<file path="src/rtl/grid_mem_arbiter_if.sv">
`default_nettype none
// +------------------------------------------------------------------+
// | grid_mem_arbiter_if                                              |
// | Requester and memory-side signal bundle for grid_mem_arbiter.    |
// | Rev 1.0                                                          |
// +------------------------------------------------------------------+
interface grid_mem_arbiter_if #(
   parameter int N_REQ  = 3,
   parameter int ADDR_W = 7,
   parameter int DATA_W = 5
);
   logic [N_REQ-1:0]        i_req;
   logic [N_REQ-1:0]        i_lock;
   logic [N_REQ-1:0]        i_we;
   logic [N_REQ*ADDR_W-1:0] i_addr;
   logic [N_REQ*DATA_W-1:0] i_wdata;
   logic [N_REQ-1:0]        o_gnt;
   logic [N_REQ-1:0]        o_rvalid;
   logic [DATA_W-1:0]       o_rdata;
   logic                    o_mem_en;
   logic                    o_mem_we;
   logic [ADDR_W-1:0]       o_mem_addr;
   logic [DATA_W-1:0]       o_mem_wdata;
   logic [DATA_W-1:0]       i_mem_rdata;
   logic                    o_lock_err;
   logic                    o_busy;

   modport master (
      output i_req, i_lock, i_we, i_addr, i_wdata, i_mem_rdata,
      input  o_gnt, o_rvalid, o_rdata, o_mem_en, o_mem_we, o_mem_addr, o_mem_wdata,
      input  o_lock_err, o_busy
   );

   modport slave (
      input  i_req, i_lock, i_we, i_addr, i_wdata, i_mem_rdata,
      output o_gnt, o_rvalid, o_rdata, o_mem_en, o_mem_we, o_mem_addr, o_mem_wdata,
      output o_lock_err, o_busy
   );
endinterface
`default_nettype wire

</file>
<file path="src/rtl/grid_mem_arbiter.sv">
`default_nettype none
// +------------------------------------------------------------------+
// | grid_mem_arbiter                                                 |
// | Round-robin, lockable arbiter for the single-port sudoku memory. |
// | Rev 1.0                                                          |
// +------------------------------------------------------------------+
module grid_mem_arbiter #(
   parameter int N_REQ    = 3,
   parameter int ADDR_W   = 7,
   parameter int DATA_W   = 5,
   parameter int RD_LAT   = 1,
   parameter int MAX_LOCK = 16
) (
   input  wire logic         clk,
   input  wire logic         rst_n,
   grid_mem_arbiter_if.slave bus
);

   localparam int         c_IDX_W  = (N_REQ > 2) ? 2 : 1;
   localparam int         c_DST_W  = c_IDX_W + 1;
   localparam int         c_CNT_W  = $clog2(MAX_LOCK) + 1;
   localparam logic [0:0] c_FREE   = 1'b0;
   localparam logic [0:0] c_LOCKED = 1'b1;

   logic [0:0]                     r_state;
   logic [0:0]                     w_state_nxt;
   logic [c_IDX_W-1:0]             r_owner;
   logic [c_IDX_W-1:0]             w_owner_nxt;
   logic [c_IDX_W-1:0]             r_rr_last;
   logic [c_IDX_W-1:0]             w_rr_nxt;
   logic [c_CNT_W-1:0]             r_lock_cnt;
   logic [c_CNT_W-1:0]             w_cnt_nxt;
   logic [RD_LAT-1:0]              r_pipe_vld;
   logic [RD_LAT-1:0][c_IDX_W-1:0] r_pipe_id;

   logic [N_REQ-1:0][c_DST_W-1:0]  w_dist;
   logic                           w_win_hit;
   logic [c_IDX_W-1:0]             w_win_idx;
   logic [c_DST_W-1:0]             w_best;
   logic                           w_cnt_max;
   logic                           w_gnt_vld;
   logic [c_IDX_W-1:0]             w_gnt_idx;
   logic [N_REQ-1:0]               w_gnt;
   logic [N_REQ-1:0]               w_rvalid;
   logic                           w_mem_we;
   logic [ADDR_W-1:0]              w_mem_addr;
   logic [DATA_W-1:0]              w_mem_wdata;
   logic                           w_rd_issue;
   logic                           w_lock_err;

   // Search distance of each requester from the last winner: 1 = next in line, N_REQ = last winner itself.
   generate
      for (genvar gj = 0; gj < N_REQ; gj++) begin : g_dist
         localparam logic [c_DST_W-1:0] c_J = c_DST_W'(gj);
         assign w_dist[gj] = (c_J > {1'b0, r_rr_last}) ? (c_J - {1'b0, r_rr_last})
                                                      : (c_J + c_DST_W'(N_REQ) - {1'b0, r_rr_last});
      end
   endgenerate

   always_comb begin
      w_win_hit = 1'b0;
      w_win_idx = '0;
      w_best    = '1;
      for (int j = 0; j < N_REQ; j++) begin
         if (bus.i_req[j] && (w_dist[j] < w_best)) begin
            w_best    = w_dist[j];
            w_win_idx = c_IDX_W'(j);
            w_win_hit = 1'b1;
         end
      end
   end

   assign w_cnt_max = (r_lock_cnt == c_CNT_W'(MAX_LOCK - 1));

   always_ff @(posedge clk or negedge rst_n) begin
      if (!rst_n) begin
         r_state    <= c_FREE;
         r_owner    <= '0;
         r_rr_last  <= c_IDX_W'(N_REQ - 1);
         r_lock_cnt <= '0;
         r_pipe_vld <= '0;
         r_pipe_id  <= '0;
      end else begin
         r_state       <= w_state_nxt;
         r_owner       <= w_owner_nxt;
         r_rr_last     <= w_rr_nxt;
         r_lock_cnt    <= w_cnt_nxt;
         r_pipe_vld[0] <= w_rd_issue;
         r_pipe_id[0]  <= w_gnt_idx;
         for (int s = 1; s < RD_LAT; s++) begin
            r_pipe_vld[s] <= r_pipe_vld[s-1];
            r_pipe_id[s]  <= r_pipe_id[s-1];
         end
      end
   end

   always_comb begin
      w_state_nxt = r_state;
      w_owner_nxt = r_owner;
      w_rr_nxt    = r_rr_last;
      w_cnt_nxt   = r_lock_cnt;
      case (r_state)
         c_FREE: begin
            if (w_win_hit) begin
               w_rr_nxt = w_win_idx;
               if (bus.i_lock[w_win_idx]) begin
                  w_state_nxt = c_LOCKED;
                  w_owner_nxt = w_win_idx;
                  w_cnt_nxt   = '0;
               end
            end
         end
         c_LOCKED: begin
            w_cnt_nxt = r_lock_cnt + 1'b1;
            // Voluntary and forced release both hand lowest priority to the owner.
            if (!bus.i_lock[r_owner] || w_cnt_max) begin
               w_state_nxt = c_FREE;
               w_rr_nxt    = r_owner;
            end
         end
         default: w_state_nxt = c_FREE;
      endcase
   end

   always_comb begin
      w_gnt_idx = w_win_idx;
      w_gnt_vld = w_win_hit;
      if (r_state == c_LOCKED) begin
         w_gnt_idx = r_owner;
         w_gnt_vld = bus.i_req[r_owner];
      end
      if (!rst_n) begin
         w_gnt_vld = 1'b0;
      end
      w_gnt       = '0;
      w_mem_we    = 1'b0;
      w_mem_addr  = '0;
      w_mem_wdata = '0;
      for (int j = 0; j < N_REQ; j++) begin
         if (w_gnt_vld && (w_gnt_idx == c_IDX_W'(j))) begin
            w_gnt[j]    = 1'b1;
            w_mem_we    = bus.i_we[j];
            w_mem_addr  = bus.i_addr[j*ADDR_W +: ADDR_W];
            w_mem_wdata = bus.i_wdata[j*DATA_W +: DATA_W];
         end
      end
      w_rd_issue = w_gnt_vld && !w_mem_we;
      w_lock_err = rst_n && (r_state == c_LOCKED) && bus.i_lock[r_owner] && w_cnt_max;
      w_rvalid   = '0;
      for (int j = 0; j < N_REQ; j++) begin
         if (r_pipe_vld[RD_LAT-1] && (r_pipe_id[RD_LAT-1] == c_IDX_W'(j))) begin
            w_rvalid[j] = 1'b1;
         end
      end
   end

   assign bus.o_gnt       = w_gnt;
   assign bus.o_rvalid    = w_rvalid;
   assign bus.o_rdata     = r_pipe_vld[RD_LAT-1] ? bus.i_mem_rdata : '0;
   assign bus.o_mem_en    = w_gnt_vld;
   assign bus.o_mem_we    = w_mem_we;
   assign bus.o_mem_addr  = w_mem_addr;
   assign bus.o_mem_wdata = w_mem_wdata;
   assign bus.o_lock_err  = w_lock_err;
   assign bus.o_busy      = (r_state == c_LOCKED) || (|r_pipe_vld);

endmodule
`default_nettype wire

</file>
<file path="src/flat_wrapper.sv">
// flat-port wrapper written by rule: the top's interface ports become plain ports
module grid_mem_arbiter_flat 
#(
   parameter int N_REQ    = 3,
   parameter int ADDR_W   = 7,
   parameter int DATA_W   = 5,
   parameter int RD_LAT   = 1,
   parameter int MAX_LOCK = 16
)
  (clk, rst_n, bus_i_req, bus_i_lock, bus_i_we, bus_i_addr, bus_i_wdata, bus_i_mem_rdata, bus_o_gnt, bus_o_rvalid, bus_o_rdata, bus_o_mem_en, bus_o_mem_we, bus_o_mem_addr, bus_o_mem_wdata, bus_o_lock_err, bus_o_busy);
  grid_mem_arbiter_if #(.N_REQ(N_REQ), .ADDR_W(ADDR_W), .DATA_W(DATA_W)) bus_i ();
  input  wire logic clk;
  input  wire logic rst_n;
  input wire logic [$bits(bus_i.i_req)-1:0] bus_i_req;
  input wire logic [$bits(bus_i.i_lock)-1:0] bus_i_lock;
  input wire logic [$bits(bus_i.i_we)-1:0] bus_i_we;
  input wire logic [$bits(bus_i.i_addr)-1:0] bus_i_addr;
  input wire logic [$bits(bus_i.i_wdata)-1:0] bus_i_wdata;
  input wire logic [$bits(bus_i.i_mem_rdata)-1:0] bus_i_mem_rdata;
  output wire logic [$bits(bus_i.o_gnt)-1:0] bus_o_gnt;
  output wire logic [$bits(bus_i.o_rvalid)-1:0] bus_o_rvalid;
  output wire logic [$bits(bus_i.o_rdata)-1:0] bus_o_rdata;
  output wire logic [$bits(bus_i.o_mem_en)-1:0] bus_o_mem_en;
  output wire logic [$bits(bus_i.o_mem_we)-1:0] bus_o_mem_we;
  output wire logic [$bits(bus_i.o_mem_addr)-1:0] bus_o_mem_addr;
  output wire logic [$bits(bus_i.o_mem_wdata)-1:0] bus_o_mem_wdata;
  output wire logic [$bits(bus_i.o_lock_err)-1:0] bus_o_lock_err;
  output wire logic [$bits(bus_i.o_busy)-1:0] bus_o_busy;
  assign bus_i.i_req = bus_i_req;
  assign bus_i.i_lock = bus_i_lock;
  assign bus_i.i_we = bus_i_we;
  assign bus_i.i_addr = bus_i_addr;
  assign bus_i.i_wdata = bus_i_wdata;
  assign bus_i.i_mem_rdata = bus_i_mem_rdata;
  assign bus_o_gnt = bus_i.o_gnt;
  assign bus_o_rvalid = bus_i.o_rvalid;
  assign bus_o_rdata = bus_i.o_rdata;
  assign bus_o_mem_en = bus_i.o_mem_en;
  assign bus_o_mem_we = bus_i.o_mem_we;
  assign bus_o_mem_addr = bus_i.o_mem_addr;
  assign bus_o_mem_wdata = bus_i.o_mem_wdata;
  assign bus_o_lock_err = bus_i.o_lock_err;
  assign bus_o_busy = bus_i.o_busy;
  grid_mem_arbiter #(.N_REQ(N_REQ), .ADDR_W(ADDR_W), .DATA_W(DATA_W), .RD_LAT(RD_LAT), .MAX_LOCK(MAX_LOCK)) u_core (.clk(clk), .rst_n(rst_n), .bus(bus_i));
endmodule
</file>
<file path="config.mk">
export PLATFORM = sky130hd
export DESIGN_NAME = grid_mem_arbiter_flat
export DESIGN_NICKNAME = d
export VERILOG_FILES = /design/src/rtl/grid_mem_arbiter_if.sv /design/src/rtl/grid_mem_arbiter.sv /design/src/flat_wrapper.sv
export SDC_FILE = /design/constraint.sdc
export NUM_CORES = 1
export LEC_CHECK = 0
export ABC_AREA = 1
export BUFFER_PORTS_ARGS = -buffer_cell sky130_fd_sc_hd__clkbuf_2
export CORE_ASPECT_RATIO = 0.9
export CORE_MARGIN = 4
export CORE_UTILIZATION = 25
export CTS_CLUSTER_SIZE = 20
export DETAILED_ROUTE_END_ITERATION = 8
export GPL_TIMING_DRIVEN = 1
export PLACE_DENSITY = 0.51
export SYNTH_ARGS = -nofsm -noshare
export SYNTH_HDL_FRONTEND = slang
export SYNTH_SLANG_ARGS = --single-unit
</file>
<file path="constraint.sdc">
create_clock -name clk -period 10.8 [get_ports clk]
set_clock_uncertainty 0.1 [all_clocks]
set_input_delay 2.16 -clock clk [delete_from_list [all_inputs] [get_ports clk]]
set_output_delay 2.16 -clock clk [all_outputs]
set_load 0.005 [all_outputs]
</file>
---- After elaboration in Yosys (flattened, before gate mapping) ----
Index checks and enable logic that the tools add are counted.
word-level totals
  flip-flop bits (word level) ............. 13
  latch bits .............................. 0
  memory bits (writable) .................. 0
  ROM bits ................................ 0
  bits of input ports ..................... 52
  logic and storage cells ................. 94
  memories ................................ 0
operators by class
  add/sub/neg operators ................... 6
  $mul .................................... 0
  div/mod/pow operators ................... 0
  $lt $le $gt $ge ......................... 7
  equal/unequal tests ..................... 8
  shift-type cells ........................ 0
  multiplexer cells ....................... 44
  bitwise gates (word level) .............. 1
  reductions and logical operators ........ 22
operators with widths
  operator                                                       number
  2-to-1 mux 5 bit                                               6
  2-to-1 mux 1 bit                                               21
  2-to-1 mux 7 bit                                               3
  logical AND 1 bit                                              13
  2-to-1 mux 3 bit                                               4
  case mux 5 bit (2 select lines)                                1
  2-to-1 mux 2 bit                                               4
  binary-select mux 1 bit (select 2 bit)                         3
  < comparator 2 x 3 -> 1 bit (second input constant)            2
  < comparator 3 bit                                             2
  subtractor 2 x 2 -> 3 bit (first input constant)               2
  subtractor 3 x 2 -> 3 bit (first input constant)               2
  adder 5 x 1 -> 5 bit (second input constant)                   1
  equality test 5 x 4 -> 1 bit (second input constant)           1
  equality test 2 x 1 -> 1 bit (second input constant)           2
  equality test 2 bit (second input constant)                    2
  logical NOT 2 bit                                              2
  != test 2 x 1 -> 1 bit (second input constant)                 2
  case mux 2 bit (2 select lines)                                1
  AND reduction 2 bit                                            2
  < comparator 3 bit (second input constant)                     1
  AND reduction 3 bit                                            1
  subtractor 1 x 2 -> 3 bit (first input constant)               1
  greater-than comparator 1 x 2 -> 1 bit (first input constant)  1
  6 further kinds                                                8

---- Logic depth before layout (Yosys ltp) ----
  depth in word-level cells ............... 18
  gate-level depth with buffers ........... 23
  gate-level depth less buffers ........... 22

---- Least setup slack after synthesis ----
OpenSTA, ideal clock, no wires.
  path type ............................... in2out
  from .................................... in bus_i_req[0]
  to ...................................... out bus_o_mem_addr[6]
  arrival time ............................ 4.346 ns
  data required time ...................... 8.540 ns
  setup slack ............................. 4.194 ns
  cell stages on the path ................. 18
  path through ............................ nand2_1 > inv_1 > ha_1 > nand3_1 > nand3_2 > nand2_1 > inv_1 > a21oi_1 > ha_1 > a211oi_1 > nand2_4 > nand3_2 > nand2_4 > inv_4 > buf_12 > buf_8 > nand3_1 > nand3_1
on the way
  cells in the longest elaborated chain, start to end .. 14
ends and longest elaborated chain
  what                                                          RTL line                                          text
  from (decl)                                                   flat_wrapper.sv:14                                input wire logic [$bits(bus_i.i_req)-1:0] bus_i_req;
  logical AND 1 bit                                             grid_mem_arbiter.sv:65                            if (bus.i_req[j] && (w_dist[j] < w_best)) begin
  2-to-1 mux 3 bit                                              grid_mem_arbiter.sv:65
  < comparator 3 bit                                            grid_mem_arbiter.sv:65
  logical AND 1 bit                                             grid_mem_arbiter.sv:65
  2-to-1 mux 3 bit                                              grid_mem_arbiter.sv:65
  < comparator 3 bit                                            grid_mem_arbiter.sv:65
  logical AND 1 bit                                             grid_mem_arbiter.sv:65
  2-to-1 mux 1 bit / 2-to-1 mux 2 bit (equally long branches)   grid_mem_arbiter.sv:65
  2-to-1 mux 1 bit / 2-to-1 mux 2 bit (equally long branches)   grid_mem_arbiter.sv:128                           if (r_state == c_LOCKED) begin
  2-to-1 mux 1 bit / logical NOT 2 bit (equally long branches)  grid_mem_arbiter.sv:132, grid_mem_arbiter.sv:140
  logical AND 1 bit                                             grid_mem_arbiter.sv:140                           if (w_gnt_vld && (w_gnt_idx == c_IDX_W'(j))) begin
  2-to-1 mux 7 bit (2 in series)                                grid_mem_arbiter.sv:140
  2-to-1 mux 7 bit (*)                                          grid_mem_arbiter.sv:140
  to (decl)                                                     flat_wrapper.sv:25                                output wire logic [$bits(bus_i.o_mem_addr)-1:0] bus_o_mem_addr;
Every way passes the cells marked *; elsewhere a longest branch is shown, timed or not. The select of a mux whose other input is x is not followed.

---- Final worst setup path ----
  from .................................... in bus_i_req[0]
  to ...................................... out bus_o_mem_wdata[3]
on the way
  cells in the longest elaborated chain, start to end .. 14
ends and longest elaborated chain
  what                                                          RTL line                                          text
  logical AND 1 bit                                             grid_mem_arbiter.sv:65
  2-to-1 mux 3 bit                                              grid_mem_arbiter.sv:65
  < comparator 3 bit                                            grid_mem_arbiter.sv:65
  logical AND 1 bit                                             grid_mem_arbiter.sv:65
  2-to-1 mux 3 bit                                              grid_mem_arbiter.sv:65
  < comparator 3 bit                                            grid_mem_arbiter.sv:65
  logical AND 1 bit                                             grid_mem_arbiter.sv:65
  2-to-1 mux 1 bit / 2-to-1 mux 2 bit (equally long branches)   grid_mem_arbiter.sv:65
  2-to-1 mux 1 bit / 2-to-1 mux 2 bit (equally long branches)   grid_mem_arbiter.sv:128
  2-to-1 mux 1 bit / logical NOT 2 bit (equally long branches)  grid_mem_arbiter.sv:132, grid_mem_arbiter.sv:140
  logical AND 1 bit                                             grid_mem_arbiter.sv:140
  2-to-1 mux 5 bit (2 in series)                                grid_mem_arbiter.sv:140
  2-to-1 mux 5 bit (*)                                          grid_mem_arbiter.sv:140
  to (decl)                                                     flat_wrapper.sv:26                                output wire logic [$bits(bus_i.o_mem_wdata)-1:0] bus_o_mem_wdata;
Marks and branches as above.

==> run metrics <==
drt pass-1 iters 4; Ant. Diodes 0; synth unique cells 25; power density cells between 200 and 300 nW/um^2; max-slew violations 0; Longest Clk Path Bufs 2; top post-synthesis cells by area dfrtp_1 21%, nand3_1 13%, nand2_1 10%, ha_1 9.6%, inv_1 8.7%; Final ANT Viol Nets 0; CP startpoint kind input pin; P_sw 272 uW; RSZ-0062 raised after global routing no; # rows 25; CTS Sinks 13; synthesized instance count roughly 210; Cell Int Power roughly 230 uW; crit path max fanout 29; Avg Inst Size Synth 6.91 um^2; Placed Instances 345; Netlist Area Pre-Place between 1000 and 1500 um^2; Final Cycle Share 0.671; hold buffer count at cts 0; Seq cells post-synth 13; Ports between 70 and 80; area of the multi-input gates 878 um^2; CTS tree yes; ys async rst share 1.00; cell area after placement about 1800 um^2; Post-Route WL between 4000 and 5000 um; DP HPWL ~3300 um; fin area approximately 1900 um^2; global route overflow 0; Crit Path Class input pin to primary output; Core Area about 5400 um^2; vias ~1600; Starting DRT DRC Count 58; TritonCTS buffer count 3; area share of the largest cell type after synthesis 0.210; ys flop type dfrtp_1; die area between 7000 and 8000 um^2; Fill cells 596; most frequent cell after synthesis nand2_1; antenna violations before repair 0; share of power burned in registers 0.188; logic gate share of total power 0.725; post-synthesis sequential area ratio 0.228; non-filler cells, final about 350; post_cts resized 0; Max-slew headroom 0.752; Tmin final approximately 7200 ps; Max-Cap Viols 0; Starting Density 0.265; syn_nets 270; clock slew at reported path FFs 50 ps; GRT Resource Usage Total 0.107; Worst-Skew Late Latency roughly 240 ps; switching part of the total 0.545; layout cell share with drive strength beyond 1 0.365; Final setup viols 0; pre-CTS WS approximately 3500 ps; port bufs just under 80; first-pass GRT wire length slightly above 6000 um; WL per Instance roughly 12 um; CP peak stage delay around 380 ps; vias in the first global route ~1300; most frequent cells after synthesis 40 x nand2_1, 38 x nand3_1, 33 x inv_1, 17 x o21ai_0, 13 x nor2_1; Tot Pwr 500 uW; final setup margin about 3600 ps; Hold WC Path Type register to register; outcome complete, no violations; Final Wtd Congestion 0.774; CP arrival approximately 5000 ps; Root Buffer Master clkbuf_8; Worst EP required 8540 ps; EDFF count, synth 0; Total Neg Setup Slack 0 ps; Syn-to-layout area delta 29.8%; Post-CTS Setup Repair Bufs 0; slowest CP cell a211oi_1; FMAX roughly 140 MHz; die width approximately 88 um; Least-Margin Pin Slew 370 ps; VDD IR max ~0.11 mV; Final Hold Viols 0; area leader, netlist dfrtp_1; clock power share 0.087; register area 327 um^2; nets 346; DRC violations left 0; Leak roughly 1.1 nW; largest net degree at the start of global routing 30; H-tree Lvls 1; hold depth 2; critical-path cell list clkbuf_2 -> nand2_1 -> inv_1 -> ha_1 -> nand3_1 -> nand3_2 -> nand2_1 -> inv_1 -> a21oi_1 -> ha_1 -> a211oi_1 -> nand2_4 -> nand3_2 -> nand2_4 -> inv_4 -> nand3_2 -> inv_2 -> nand2_1 -> nand3_1 -> clkbuf_2; YS warnings 0; CP Capture Type primary output; post-DR vias/cell 4.45; Die Ht 79.8 um; worst r2r path cells 18
placed cells by master (no fill, tap or decap), drive strengths merged:
| cell type | synthesis | routed |
|---|---|---|
| dfrtp | 12 | 12 |
| nor3 | 2 | 2 |
| o31ai | 2 | 2 |
| nand3 | 47 | 47 |
| nand4 | 3 | 3 |
| ha | 11 | 11 |
| inv | 35 | 35 |
| a211oi | 1 | 1 |
| o21ai | 17 | 17 |
| nor2 | 15 | 15 |
| clkbuf | 1 | 82 |
| dfstp | 1 | 1 |
| nand2 | 46 | 46 |
| a21oi | 6 | 6 |
| o22ai | 2 | 2 |
final cells by class:
type / instances / share of cell area
clock buffers: 4 / 0.0242
inverters: 35 / 0.0721
multi-input cells: 152 / 0.473
flip-flops and latches: 13 / 0.176
well taps: 67 / 0.0451
repair buffers: 78 / 0.210
logic make-up after synthesis:
group	after synthesis	synth area share
adders and majority gates	11	0.0962
AOI/OAI and AO/OA	28	0.110
and+or+nand+nor	113	0.407
DFF	13	0.228
buffers and inverters	42	0.158
path summary, 6_finish.rpt:
| path | startpoint | endpoint | slack [ps] |
|---|---|---|---|
| max in group asynchronous | rst_n | u_core.r_rr_last[1] | 8570 |
| min reg2reg | u_core.r_rr_last[1] | u_core.r_rr_last[1] | 440 |
| max | bus_i_req[0] | bus_o_mem_wdata[3] | 3560 |
| min in group asynchronous | rst_n | u_core.r_lock_cnt[2] | 1720 |
| min | u_core.r_rr_last[1] | u_core.r_rr_last[1] | 440 |
| max reg2reg | u_core.r_rr_last[1] | u_core.r_pipe_vld | 6940 |
sequential cells by signal, summed over array words and instances, names as in the netlist:
signal / count
u_core.r_lock_cnt: 5
u_core.r_owner: 2
u_core.r_pipe_id: 2
u_core.r_pipe_vld: 1
u_core.r_rr_last: 2
u_core.r_state: 1
metal layers:
metal	vias to the layer above	GRT usage	part of all wire
met1	686	0.141	0.45
met2	35	0.178	0.48
met5	-	0	0
met4	0	0.0184	0.0059
li1	830	-	-
met3	2	0.0248	0.059
power groups by stage:
| stage | registers [mW] | clock network, mW | logic [mW] |
|---|---|---|---|
| 2_1_floorplan | 0.0847 | 0 | 0.295 |
| 3_3_place_gp | 0.0951 | 0 | 0.363 |
| 3_5_place_dp | 0.0953 | 0 | 0.365 |
| 4_1_cts | 0.0944 | 0.0459 | 0.366 |
| 5_1_grt | 0.0973 | 0.0482 | 0.415 |
| 6_report | 0.0942 | 0.0435 | 0.362 |
through the flow:
| step | utilization | hold WS (ps) |
|---|---|---|
| 2_1_floorplan | - | 394 |
| 3_3_place_gp | 0.335 | 428 |
| 3_5_place_dp | 0.335 | 434 |
| 4_1_cts | 0.343 | 442 |
| 5_1_grt | 0.343 | 481 |
| 6_report | 0.343 | 440 |
critical path, delay by kind of cell:
family,cells,cell delay (ps)
buf+inv,6,770
simple gates,10,1020
fa+ha+maj,2,520
compound gates,2,520
(Power assumes the default switching activity.)
